File: config.mk
export PLATFORM = sky130hd
export DESIGN_NAME = pipe_hazard_ctrl
export DESIGN_NICKNAME = d
export VERILOG_FILES = /design/src/rtl/pipe_pkg.sv /design/src/rtl/fwd_match.sv /design/src/rtl/pipe_hazard_ctrl.sv
export SDC_FILE = /design/constraint.sdc
export NUM_CORES = 1
export LEC_CHECK = 0
export CAP_MARGIN = 20
export CORE_MARGIN = 10
export CORE_UTILIZATION = 55
export DETAILED_ROUTE_END_ITERATION = 12
export DONT_BUFFER_PORTS = 1
export PLACE_DENSITY = 0.77
export REMOVE_ABC_BUFFERS = 1
export SETUP_SLACK_MARGIN = 0.3
export SLEW_MARGIN = 20
export SYNTH_ARGS = -nofsm -noshare
export SYNTH_HDL_FRONTEND = slang
export SYNTH_SLANG_ARGS = --single-unit
File: constraint.sdc
create_clock -name clock -period 2.37 [get_ports clock]
set_input_delay 0.5925 -clock clock [delete_from_list [all_inputs] [get_ports clock]]
set_output_delay 0.5925 -clock clock [all_outputs]
set_load 0.05 [all_outputs]
File: src/rtl/pipe_pkg.sv
// -----------------------------------------------------------------------------
// pipe_pkg
// Shared constants and types for the pipeline hazard/interlock controller.
//   RA_W_DFLT   : default register address width
//   RA_W_MAX    : widest register address a tracked entry can hold
//   FWD_REGFILE : forwarding select meaning "use the regfile value latched at D"
//   hz_entry_t  : one in-flight destination entry {valid, rd, we, is_load}
// -----------------------------------------------------------------------------
package pipe_pkg;

    localparam int RA_W_DFLT   = 5;
    localparam int RA_W_MAX    = 8;
    localparam int FWD_REGFILE = 0;

    typedef struct packed {
        logic                valid;
        logic [RA_W_MAX-1:0] rd;
        logic                we;
        logic                is_load;
    } hz_entry_t;

endpackage

File: src/rtl/fwd_match.sv
// -----------------------------------------------------------------------------
// fwd_match
// Combinational priority encoder over the tracked entries for one D source.
// The youngest matching entry decides the outcome:
//   - a load that is still too young to forward raises lu_hit, and lu_wait
//     gives the remaining stall cycles minus one;
//   - otherwise sel names the entry that will hold the producer once D
//     advances (entry i now becomes entry i+1);
//   - a producer found only in the last stage leaves sel at FWD_REGFILE,
//     because the regfile read already sees that writeback.
// Ports:
//   entries  in  DEPTH x hz_entry_t  tracked entries, [0] = E
//   src      in  RA_W_MAX            source register address (zero-extended)
//   use_src  in  1                   source is really read by a valid D
//   sel      out SEL_W               forwarding select for the next E cycle
//   lu_hit   out 1                   load-use hazard on this source
//   lu_wait  out CNT_W               stall cycles still needed after this one
// -----------------------------------------------------------------------------
module fwd_match
    import pipe_pkg::*;
#(
    parameter int DEPTH    = 3,
    parameter int LOAD_LAT = 2,
    parameter int SEL_W    = $clog2(DEPTH),
    parameter int CNT_W    = $clog2(LOAD_LAT + 1)
) (
    input  hz_entry_t [DEPTH-1:0] entries,
    input  logic [RA_W_MAX-1:0]   src,
    input  logic                  use_src,
    output logic [SEL_W-1:0]      sel,
    output logic                  lu_hit,
    output logic [CNT_W-1:0]      lu_wait
);

    logic found;

    always_comb begin
        sel     = SEL_W'(FWD_REGFILE);
        lu_hit  = 1'b0;
        lu_wait = '0;
        found   = 1'b0;
        for (int i = 0; i < DEPTH; i++) begin
            // x0 is hard-wired, so an rd of zero never produces anything
            if (!found && use_src && entries[i].valid && entries[i].we &&
                (entries[i].rd != '0) && (entries[i].rd == src)) begin
                found = 1'b1;
                if (entries[i].is_load && (i < LOAD_LAT - 1)) begin
                    lu_hit  = 1'b1;
                    lu_wait = CNT_W'(LOAD_LAT - 2 - i);
                end else if (i < DEPTH - 1) begin
                    sel = SEL_W'(i + 1);
                end
            end
        end
    end

endmodule

File: src/rtl/pipe_hazard_ctrl.sv
// -----------------------------------------------------------------------------
// pipe_hazard_ctrl
// Hazard and interlock controller for the in-order pipeline. Tracks the
// destination of the instruction in E and the DEPTH-1 stages after it, and
// produces stall / flush / bubble controls plus registered forwarding selects
// for the E-stage operands.
// Optional feature macro: PIPE_HAZARD_PERF_EN adds saturating counters
// perf_stall_cycles and perf_flushes.
// Ports:
//   clock                    in  rising-edge clock
//   reset                    in  asynchronous active-low reset
//   d_valid                  in  D holds a real instruction
//   d_rs1, d_rs2             in  D source register addresses
//   d_use_rs1, d_use_rs2     in  source is actually read
//   d_rd, d_we, d_is_load    in  D destination, write enable, load flag
//   redirect_valid           in  taken branch / jump resolved in E
//   mem_stall                in  dmem not ready, freeze the whole pipe
//   stall_f, stall_d         out hold PC / hold D
//   flush_f, flush_d         out kill F / D
//   bubble_e                 out load a NOP into E
//   fwd_rs1_sel, fwd_rs2_sel out E operand source (0 = regfile, k = entry k)
//   perf_stall_cycles        out (PIPE_HAZARD_PERF_EN) load-use + mem stall cycles
//   perf_flushes             out (PIPE_HAZARD_PERF_EN) accepted redirects
// -----------------------------------------------------------------------------
module pipe_hazard_ctrl
    import pipe_pkg::*;
#(
    parameter int DEPTH    = 3,
    parameter int RA_W     = RA_W_DFLT,
    parameter int LOAD_LAT = 2,
    parameter int SEL_W    = $clog2(DEPTH)
) (
    input  logic             clock,
    input  logic             reset,
    input  logic             d_valid,
    input  logic [RA_W-1:0]  d_rs1,
    input  logic [RA_W-1:0]  d_rs2,
    input  logic             d_use_rs1,
    input  logic             d_use_rs2,
    input  logic [RA_W-1:0]  d_rd,
    input  logic             d_we,
    input  logic             d_is_load,
    input  logic             redirect_valid,
    input  logic             mem_stall,
    output logic             stall_f,
    output logic             stall_d,
    output logic             flush_f,
    output logic             flush_d,
    output logic             bubble_e,
    output logic [SEL_W-1:0] fwd_rs1_sel,
    output logic [SEL_W-1:0] fwd_rs2_sel
`ifdef PIPE_HAZARD_PERF_EN
    ,
    output logic [31:0]      perf_stall_cycles,
    output logic [31:0]      perf_flushes
`endif
);

    localparam int CNT_W = $clog2(LOAD_LAT + 1);

    hz_entry_t [DEPTH-1:0] entry;
    hz_entry_t             d_entry;
    logic [CNT_W-1:0]      stall_cnt;
    logic [CNT_W-1:0]      lu_wait1;
    logic [CNT_W-1:0]      lu_wait2;
    logic [CNT_W-1:0]      lu_wait;
    logic [SEL_W-1:0]      sel1;
    logic [SEL_W-1:0]      sel2;
    logic                  lu1;
    logic                  lu2;
    logic                  live;
    logic                  freeze;
    logic                  redirect;
    logic                  load_use;
    logic [RA_W_MAX-1:0]   rs1_x;
    logic [RA_W_MAX-1:0]   rs2_x;

    assign rs1_x   = RA_W_MAX'(d_rs1);
    assign rs2_x   = RA_W_MAX'(d_rs2);
    assign d_entry = '{valid: d_valid, rd: RA_W_MAX'(d_rd), we: d_we, is_load: d_is_load};

    fwd_match #(
        .DEPTH    (DEPTH),
        .LOAD_LAT (LOAD_LAT),
        .SEL_W    (SEL_W),
        .CNT_W    (CNT_W)
    ) u_match_rs1 (
        .entries (entry),
        .src     (rs1_x),
        .use_src (d_use_rs1 & d_valid),
        .sel     (sel1),
        .lu_hit  (lu1),
        .lu_wait (lu_wait1)
    );

    fwd_match #(
        .DEPTH    (DEPTH),
        .LOAD_LAT (LOAD_LAT),
        .SEL_W    (SEL_W),
        .CNT_W    (CNT_W)
    ) u_match_rs2 (
        .entries (entry),
        .src     (rs2_x),
        .use_src (d_use_rs2 & d_valid),
        .sel     (sel2),
        .lu_hit  (lu2),
        .lu_wait (lu_wait2)
    );

    // live stays low through reset and the first cycle after release, which
    // keeps every control output quiet until the pipe is really running.
    // Redirect outranks load-use; mem_stall outranks both and defers them.
    always_comb begin
        freeze   = live & mem_stall;
        redirect = live & ~mem_stall & redirect_valid & entry[0].valid;
        load_use = live & ~mem_stall & ~redirect & (lu1 | lu2);
        lu_wait  = (lu_wait1 > lu_wait2) ? lu_wait1 : lu_wait2;
        stall_f  = freeze | load_use;
        stall_d  = freeze | load_use;
        flush_f  = redirect;
        flush_d  = redirect;
        bubble_e = load_use;
    end

    // D -> E boundary and the tracked chain behind E
    always_ff @(posedge clock or negedge reset) begin
        if (!reset) begin
            entry       <= '0;
            stall_cnt   <= '0;
            fwd_rs1_sel <= SEL_W'(FWD_REGFILE);
            fwd_rs2_sel <= SEL_W'(FWD_REGFILE);
            live        <= 1'b0;
        end else begin
            live <= 1'b1;
            if (!freeze) begin
                for (int k = 1; k < DEPTH; k++) begin
                    entry[k] <= entry[k-1];
                end
                if (load_use || redirect) begin
                    entry[0]    <= '0;
                    fwd_rs1_sel <= SEL_W'(FWD_REGFILE);
                    fwd_rs2_sel <= SEL_W'(FWD_REGFILE);
                end else begin
                    entry[0]    <= d_entry;
                    fwd_rs1_sel <= sel1;
                    fwd_rs2_sel <= sel2;
                end
                // Counts down the remaining load-use cycles; the stall itself
                // follows the match, which clears as the load moves along.
                if (redirect) begin
                    stall_cnt <= '0;
                end else if (load_use) begin
                    stall_cnt <= (stall_cnt != '0) ? stall_cnt - CNT_W'(1) : lu_wait;
                end else begin
                    stall_cnt <= '0;
                end
            end
        end
    end

`ifdef PIPE_HAZARD_PERF_EN
    function automatic logic [31:0] sat_inc(input logic [31:0] v);
        return (v == 32'hFFFF_FFFF) ? v : v + 32'd1;
    endfunction

    always_ff @(posedge clock or negedge reset) begin
        if (!reset) begin
            perf_stall_cycles <= '0;
            perf_flushes      <= '0;
        end else begin
            if (stall_d) begin
                perf_stall_cycles <= sat_inc(perf_stall_cycles);
            end
            if (flush_d) begin
                perf_flushes <= sat_inc(perf_flushes);
            end
        end
    end
`endif

endmodule

==> results of run 1 <==
## worst max-delay path, delay by kind of cell, from the launching register on
family	cells	cell delay, ns
and+or+nand+nor	3	0.49
xor gates and xnor gates	1	0.16
DFF	1	0.44
buffers and inverters	2	0.34
AOI/OAI and AO/OA	1	0.21
## through the flow
stage	power, W	cell area, µm²	setup TNS [ns]
2_1_floorplan	0.000508	1100	-1.48
3_3_place_gp	0.000532	1190	0
3_5_place_dp	0.000541	1190	0
4_1_cts	0.000849	1370	-0.244
5_1_grt	0.000894	1400	-1.00
6_report	0.000853	1400	-0.510
## state kept, by name, indices dropped and copies added, names as in the netlist
register,count
fwd_rs1_sel,2
live,1
entry,15
fwd_rs2_sel,2
## cell families (layout without fill, tap and decap cells)
| family | after synthesis | count (layout) | synth area share, % |
|---|---|---|---|
| xor+xnor | 20 | 20 | 15.6 |
| compound gates | 16 | 16 | 12.6 |
| simple gates | 53 | 53 | 24.4 |
| other cells | 1 | 1 | 0.335 |
| flops | 20 | 20 | 44.7 |
| buf+inv | 5 | 24 | 2.35 |
## layout make-up
cell class	count	area [µm²]
Inverter	1	3.75
Clock buffer	3	22.5
Sequential cell	20	505
Timing Repair Buffer	19	183
Multi-Input combinational cell	90	623
Tap cell	27	33.8
Fill cell	138	541
Clock inverter	1	30.0
## cells in the final DEF (no fill, tap or decap), drive strengths merged, types with 2 or more instances in the layout
cell type / synthesis / layout
a32o: 8 / 8
and3: 2 / 2
buf: 3 / 18
clkbuf: 1 / 3
dfrtp: 20 / 20
nand2: 32 / 32
nand3: 5 / 5
nand4: 2 / 2
nor2: 3 / 3
nor2b: 2 / 2
nor4: 2 / 2
o2111ai: 2 / 2
o21ai: 2 / 2
xnor2: 12 / 12
xor2: 8 / 8
## report_power, final
part / leakage [nW] / switching (W) / internal (W)
Sequential: 0.246 / 0.0000360 / 0.000369
Clock: 0.0279 / 0.000104 / 0.000171
Combinational: 0.369 / 0.0000862 / 0.0000871
## timing repair
item | CTS | global route
endpoints found under the hold margin | 20 | 0
setup endpoints to repair | 3 | 6
gates resized for setup | 5 | 5
buffers inserted | 13 | 1
hold buffers | 1 | 0
pin swaps | 3 | 4
## final timing paths
kind	start	end	slack, ns
max	entry[5]	stall_f	-0.15
min	d_rd[3]	entry[5]	0.44
max reg2reg	entry[3]	fwd_rs2_sel[1]	-0.09
min reg2reg	entry[21]	entry[21]	0.50
max in group asynchronous	reset	entry[4]	0.96
min in group asynchronous	reset	live	0.83
## layer usage
layer  vias up  GRT usage (%)
li1        440              -
met1       470           15.4
met2        40           24.8
met3        13           4.58
met4         0           9.36
met5         -              0
==> metrics.md, run 1 <==
| Metric | Value |
|---|---|
| Ant diodes | 0 |
| Critical Path End Type | output port |
| Mean routed wirelength per cell | approximately 19 µm |
| Initial antenna violation count | 0 |
| Syn Area/Cell | 9.74 µm² |
| DRT iter0 DRCs | 78 |
| Max layer used | met4 |
| Count leader, synth | nand2_1 |
| Placement Setup Slack | 0.0635 ns |
| Violated checks | negative setup slack |
| TritonCTS sink count | 20 |
| Metal-1 WL | 1140 µm |
| Synth-to-layout area growth | 25.1% |
| 1st-pass router iterations | 4 |
| Max_slew headroom | 43.1% |
| Detailed-placement wirelength estimate | 2180 µm |
| CTS Buf Count | 3 |
| CP Cell Sequence | buf_4, xnor2_1, and3_1, a22o_2, nand3b_4, nand2_2, buf_12 |
| CTS max path bufs | 2 |
| Die height | between 60 and 70 µm |
| Residual DRC count | 0 |
| Leak | about 0.64 nW |
| Vias in the first global route | around 970 |
| VDD IR-drop max | 450 µV |
| Post-Place Cells | 142 |
| Final worst path period share | 106% |
| Power Dens Cells | 609 nW/µm² |
| Initial Utilization | a little under 60% |
| Reg2Reg Depth | 15 |
| Fin util | 72.2% |
| CP Max Fanout | 4 |
| First-pass GRT wire length | 4810 µm |
| Die width | 65.1 µm |
| Post-Syn Area | 1120 µm² |
| Count of pins over their slew limit | 0 |
| CTS HTree Levels | 1 |
| Max cap viols | 0 |
| Sequential-to-total area share from yosys stat | 44.7% |
| Slew @ Worst Pin | 0.851 ns |
| CP Class | flip-flop to output port |
| Core Rows | 16 |
| CTS tree | done |
| Tmin final | 2.52 ns |
| Async set-or-reset flop fraction in the synthesized netlist | 100% |
| RSZ-0062 raised after global routing | true |
| # setup viols final | 4 |
| RD Place Congestion | 0.864 |
| Root buffer cell | clkbuf_4 |
| Port-buffer cells | 0 |
| Status | finished with violations |
| Hold WC Path Type | primary input to flip-flop |
| Crit path largest cell delay | around 0.44 ns |
| Mapped Cells | 115 |
| Vias | about 960 |
| Clk_lat worst skew | about 0.30 ns |
| Worst hold slack | 0.444 ns |
| Worst-path clk slew | 0.11 ns |
| Core area | 1940 µm² |
| GRT overflow | 0 |
| Final Non-Filler Cells | ~160 |
| Largest net degree at the start of global routing | 21 |
| Synth area leader | dfrtp_1 |
| Total Routing Usage GR | 14.6% |
| Post-synth top area share | 44.7% |
| Die ar. | 4240 µm² |
| Commonest register cell after synthesis | dfrtp_1 |
| Worst Path Required | 1.78 ns |
| Share of post-route cells with drive strength above 1 | 26.1% |
| Total Routed Length | about 3000 µm |
| Slowest cell on crit path | dfrtp_2 |
| DRT antenna net count | 0 |
| Post-synth EDFFs | 0 |
| Synth Register Bits | 20 |
| WL met2 | 1460 µm |
| DR vias/cell | 5.98 |
| Library cells used by synthesis | 28 |
| Net count, final | around 160 |
| Worst clock skew | 0.00379 ns |
| FMAX | approximately 0.4 GHz |
| Final Hold Fails | 0 |
| Wire length on met3 | 296 µm |
| Count of yosys warnings during synthesis | 0 |
| Critical Path AT | 1.92 ns |
| Startpoint Class | flip-flop |
| Top cells by area, synth | dfrtp_1 (45%), nand2_1 (11%), xnor2_1 (9.4%), a32o_1 (7.2%), xor2_1 (6.3%) |
| Hold path depth | 1 |
| IO Count | 33 |
| Top post-synthesis cells by count | nand2_1 (32), dfrtp_1 (20), xnor2_1 (12) |
| Final setup margin | -0.145 ns |
No activity file was read; power rests on OpenSTA's default activity.
==> inputs of run 2 (changes only) <==
- CTS_CLUSTER_DIAMETER: unset -> 120
- RECOVER_POWER: unset -> 50
==> results of run 2 <==
Same layout as run 1: the final DEF is identical, and so are final timing and power.
==> inputs of run 3 (changes only) <==
- ABC_AREA: unset -> 1
- CORE_UTILIZATION: 55 -> 60
- PLACE_DENSITY: 0.77 -> 0.83
==> run 3 against run 2 <==
  * The flow now finishes without violations
  * Clock power fell by 28%
  * Global-route usage rose by 1.5 points
  * Via count rose by 37%
  * Total power fell by 7.6%
  * Critical path type unchanged
  * Largest power group unchanged
==> metrics.md, run 3 <==
| Metric | Value |
|---|---|
| Ant diodes | 0 |
| Status | completed |
| Design area | 1570 µm² |
| Post-synth EDFFs | 0 |
| CTS Buf Count | 3 |
| Net count, final | between 200 and 300 |
| Count of pins over their slew limit | 0 |
| Max_slew headroom | 37.7% |
| Async set-or-reset flop fraction in the synthesized netlist | 100% |
| Clk_lat worst skew | 0.30 ns |
| Core Rows | 17 |
| Total Routed Length | 3480 µm |
| CP Class | flip-flop to output port |
| Die width | between 60 and 70 µm |
| First-pass GRT wire length | approximately 5800 µm |
| IO Count | 33 |
| Sequential-to-total area share from yosys stat | ~35% |
| Mapped Cells | 223 |
| Initial antenna violation count | 0 |
| Final Non-Filler Cells | 259 |
| Root buffer cell | clkbuf_4 |
| Vias | around 1300 |
| Hold WC Path Type | primary input to flip-flop |
| Largest net degree at the start of global routing | 21 |
| Count leader, synth | nand2_1 |
| Max cap viols | 0 |
| Placed cell areas | 1450 µm² |
| Final Hold Fails | 0 |
| Detailed-placement wirelength estimate | 2720 µm |
| Core area | 2230 µm² |
| Registers with the highest flip-flop counts | entry (15), fwd_rs1_sel (2), fwd_rs2_sel (2) |
| Count of yosys warnings during synthesis | 0 |
| Library cells used by synthesis | 23 |
| DRT iter0 DRCs | 98 |
| # setup viols final | 0 |
| RD Place Congestion | between 0.9 and 1 |
| CTS max path bufs | 2 |
| Mean routed wirelength per cell | 13.4 µm |
| Slew @ Worst Pin | 0.931 ns |
| GRT overflow | 0 |
| Top post-synthesis cells by count | nand2_1 (84), inv_1 (30), nor2_1 (25) |
| Die ar. | approximately 4700 µm² |
| Worst clock skew | 0.00337 ns |
| Startpoint Class | flip-flop |
| Syn Area/Cell | between 6 and 7 µm² |
| Synth area leader | dfrtp_1 |
| Worst Path Required | roughly 1.8 ns |
| Top cells by area, synth | dfrtp_1 (35%), nand2_1 (22%), inv_1 (8.0%), nand3_1 (6.7%), nor2_1 (6.7%) |
| Critical Path End Type | output port |
| TritonCTS sink count | 20 |
| Final worst path period share | 97.3% |
| Fillers | between 200 and 250 |
| Share of post-route cells with drive strength above 1 | 13.4% |
| CTS tree | done |
| Post-Syn Area | 1410 µm² |
| Worst-path clk slew | 0.11 ns |
| CTS HTree Levels | 1 |
| Commonest non-fill, non-tap cell in the layout | nand2_1 |
| Max reg flops | 15 |
| Initial Utilization | a little over three fifths |
| Commonest register cell after synthesis | dfrtp_1 |
| CP Max Fanout | 5 |
| Critical Path AT | 1.71 ns |
| Commonest non-fill, non-tap cells in the layout | nand2_1 (82), inv_1 (28), nor2_1 (24) |
| Die height | 68.5 µm |
| Residual DRC count | 0 |
| DR vias/cell | 5.08 |
| Synth-to-layout area growth | 11.3% |
| Power Dens Cells | around 500 nW/µm² |
| Post-Place Cells | 249 |
| DRT antenna net count | 0 |
| 1st-pass router iterations | 4 |
| Synth Register Bits | 20 |
| Leak | between 0.8 and 0.9 nW |
| Tmin final | 2.31 ns |
| Total Routing Usage GR | 16.1% |
| VDD IR-drop max | approximately 430 µV |
| FMAX | 0.434 GHz |
| Post-synth top area share | 35.5% |
| Most flops, register | entry |
| Port-buffer cells | 0 |
| Vias in the first global route | 1261 |
| RSZ-0062 raised after global routing | true |
## run 3: cell count changes after synthesis, sizes merged, moves of 6 or more
cell,delta
inv,+31
nand2,+53
nand3,+16
a32o,-8
nor2,+24
o21ai,+6
## run 3: metrics by stage
stage / setup TNS, ns / utilization (%) / hold slack [ns] / total power [W] / setup slack [ns]
after floorplan: -2.02 / - / 0.297 / 0.000535 / -0.786
after global placement: 0 / 64.9 / 0.298 / 0.000574 / 0.238
after detailed placement: 0 / 64.9 / 0.297 / 0.000576 / 0.179
after CTS: 0 / 69.7 / 0.484 / 0.000792 / 0.0693
after global routing: -0.0681 / 70.3 / 0.494 / 0.000846 / -0.0339
final: 0 / 70.3 / 0.490 / 0.000789 / 0.0639
## run 3: critical path, stage by stage (launching register included)
cell and delay, ns:
dfrtp_1 0.44, inv_2 0.12, nor2_2 0.04, nor2_1 0.12
nand2_1 0.07, nor2_1 0.13, nand2_1 0.08, nand2_2 0.08
nand2_4 0.07, nand2_4 0.08, buf_12 0.17
## run 3: area by class of cell
class	count	area (µm²)	area share (%)
clock buffers	4	36.3	2.31
inverters	33	124	7.89
multi-input cells	162	758	48.3
flip-flops and latches	20	503	32.1
well taps	28	35.0	2.23
repair buffers	12	113	7.18
## run 3: logic make-up (layout without fill, tap and decap cells)
family          Yosys count  after routing  synth area share (%)
flops                    20             20                  35.5
buf+inv                  41             49                  12.5
compound gates           13             13                  4.88
simple gates            137            137                  40.0
xor+xnor                 11             11                  6.83
other cells               1              1                 0.266
## run 3: report_power, final
part           internal, W  switching [W]
Sequential        0.000369      0.0000357
Clock            0.0000937       0.000105
Combinational    0.0000739       0.000112
## run 3: metal layers
layer | share of wire [%] | track usage (%) | vias to the layer above
met1 | 41 | 19.8 | 569
met3 | 12 | 5.22 | 6
li1 | - | - | 687
met2 | 46 | 25.2 | 53
met5 | 0 | 0 | -
met4 | 1.5 | 7.04 | 0
## run 3: worst paths after layout
path / from / endpoint / slack, ns / depth (start not counted)
worst min register to register: entry[0] / entry[0] / 0.50 / 2
worst min-delay path: d_rd[0] / entry[2] / 0.49 / 4
worst max register to register: entry[3] / entry[5] / 0.70 / 12
min in group asynchronous: reset / entry[1] / 0.87 / 1
worst max-delay path: entry[3] / stall_f / 0.06 / 10
max in group asynchronous: reset / entry[4] / 0.88 / 1
## run 3: timing repair
item | 4_1_cts | 5_1_grt
hold buffers | 1 | 0
endpoints found under the setup margin | 3 | 3
pin swaps | 4 | 4
buffers inserted | 4 | 1
hold endpoints to repair | 20 | 0
resized for setup | 10 | 2
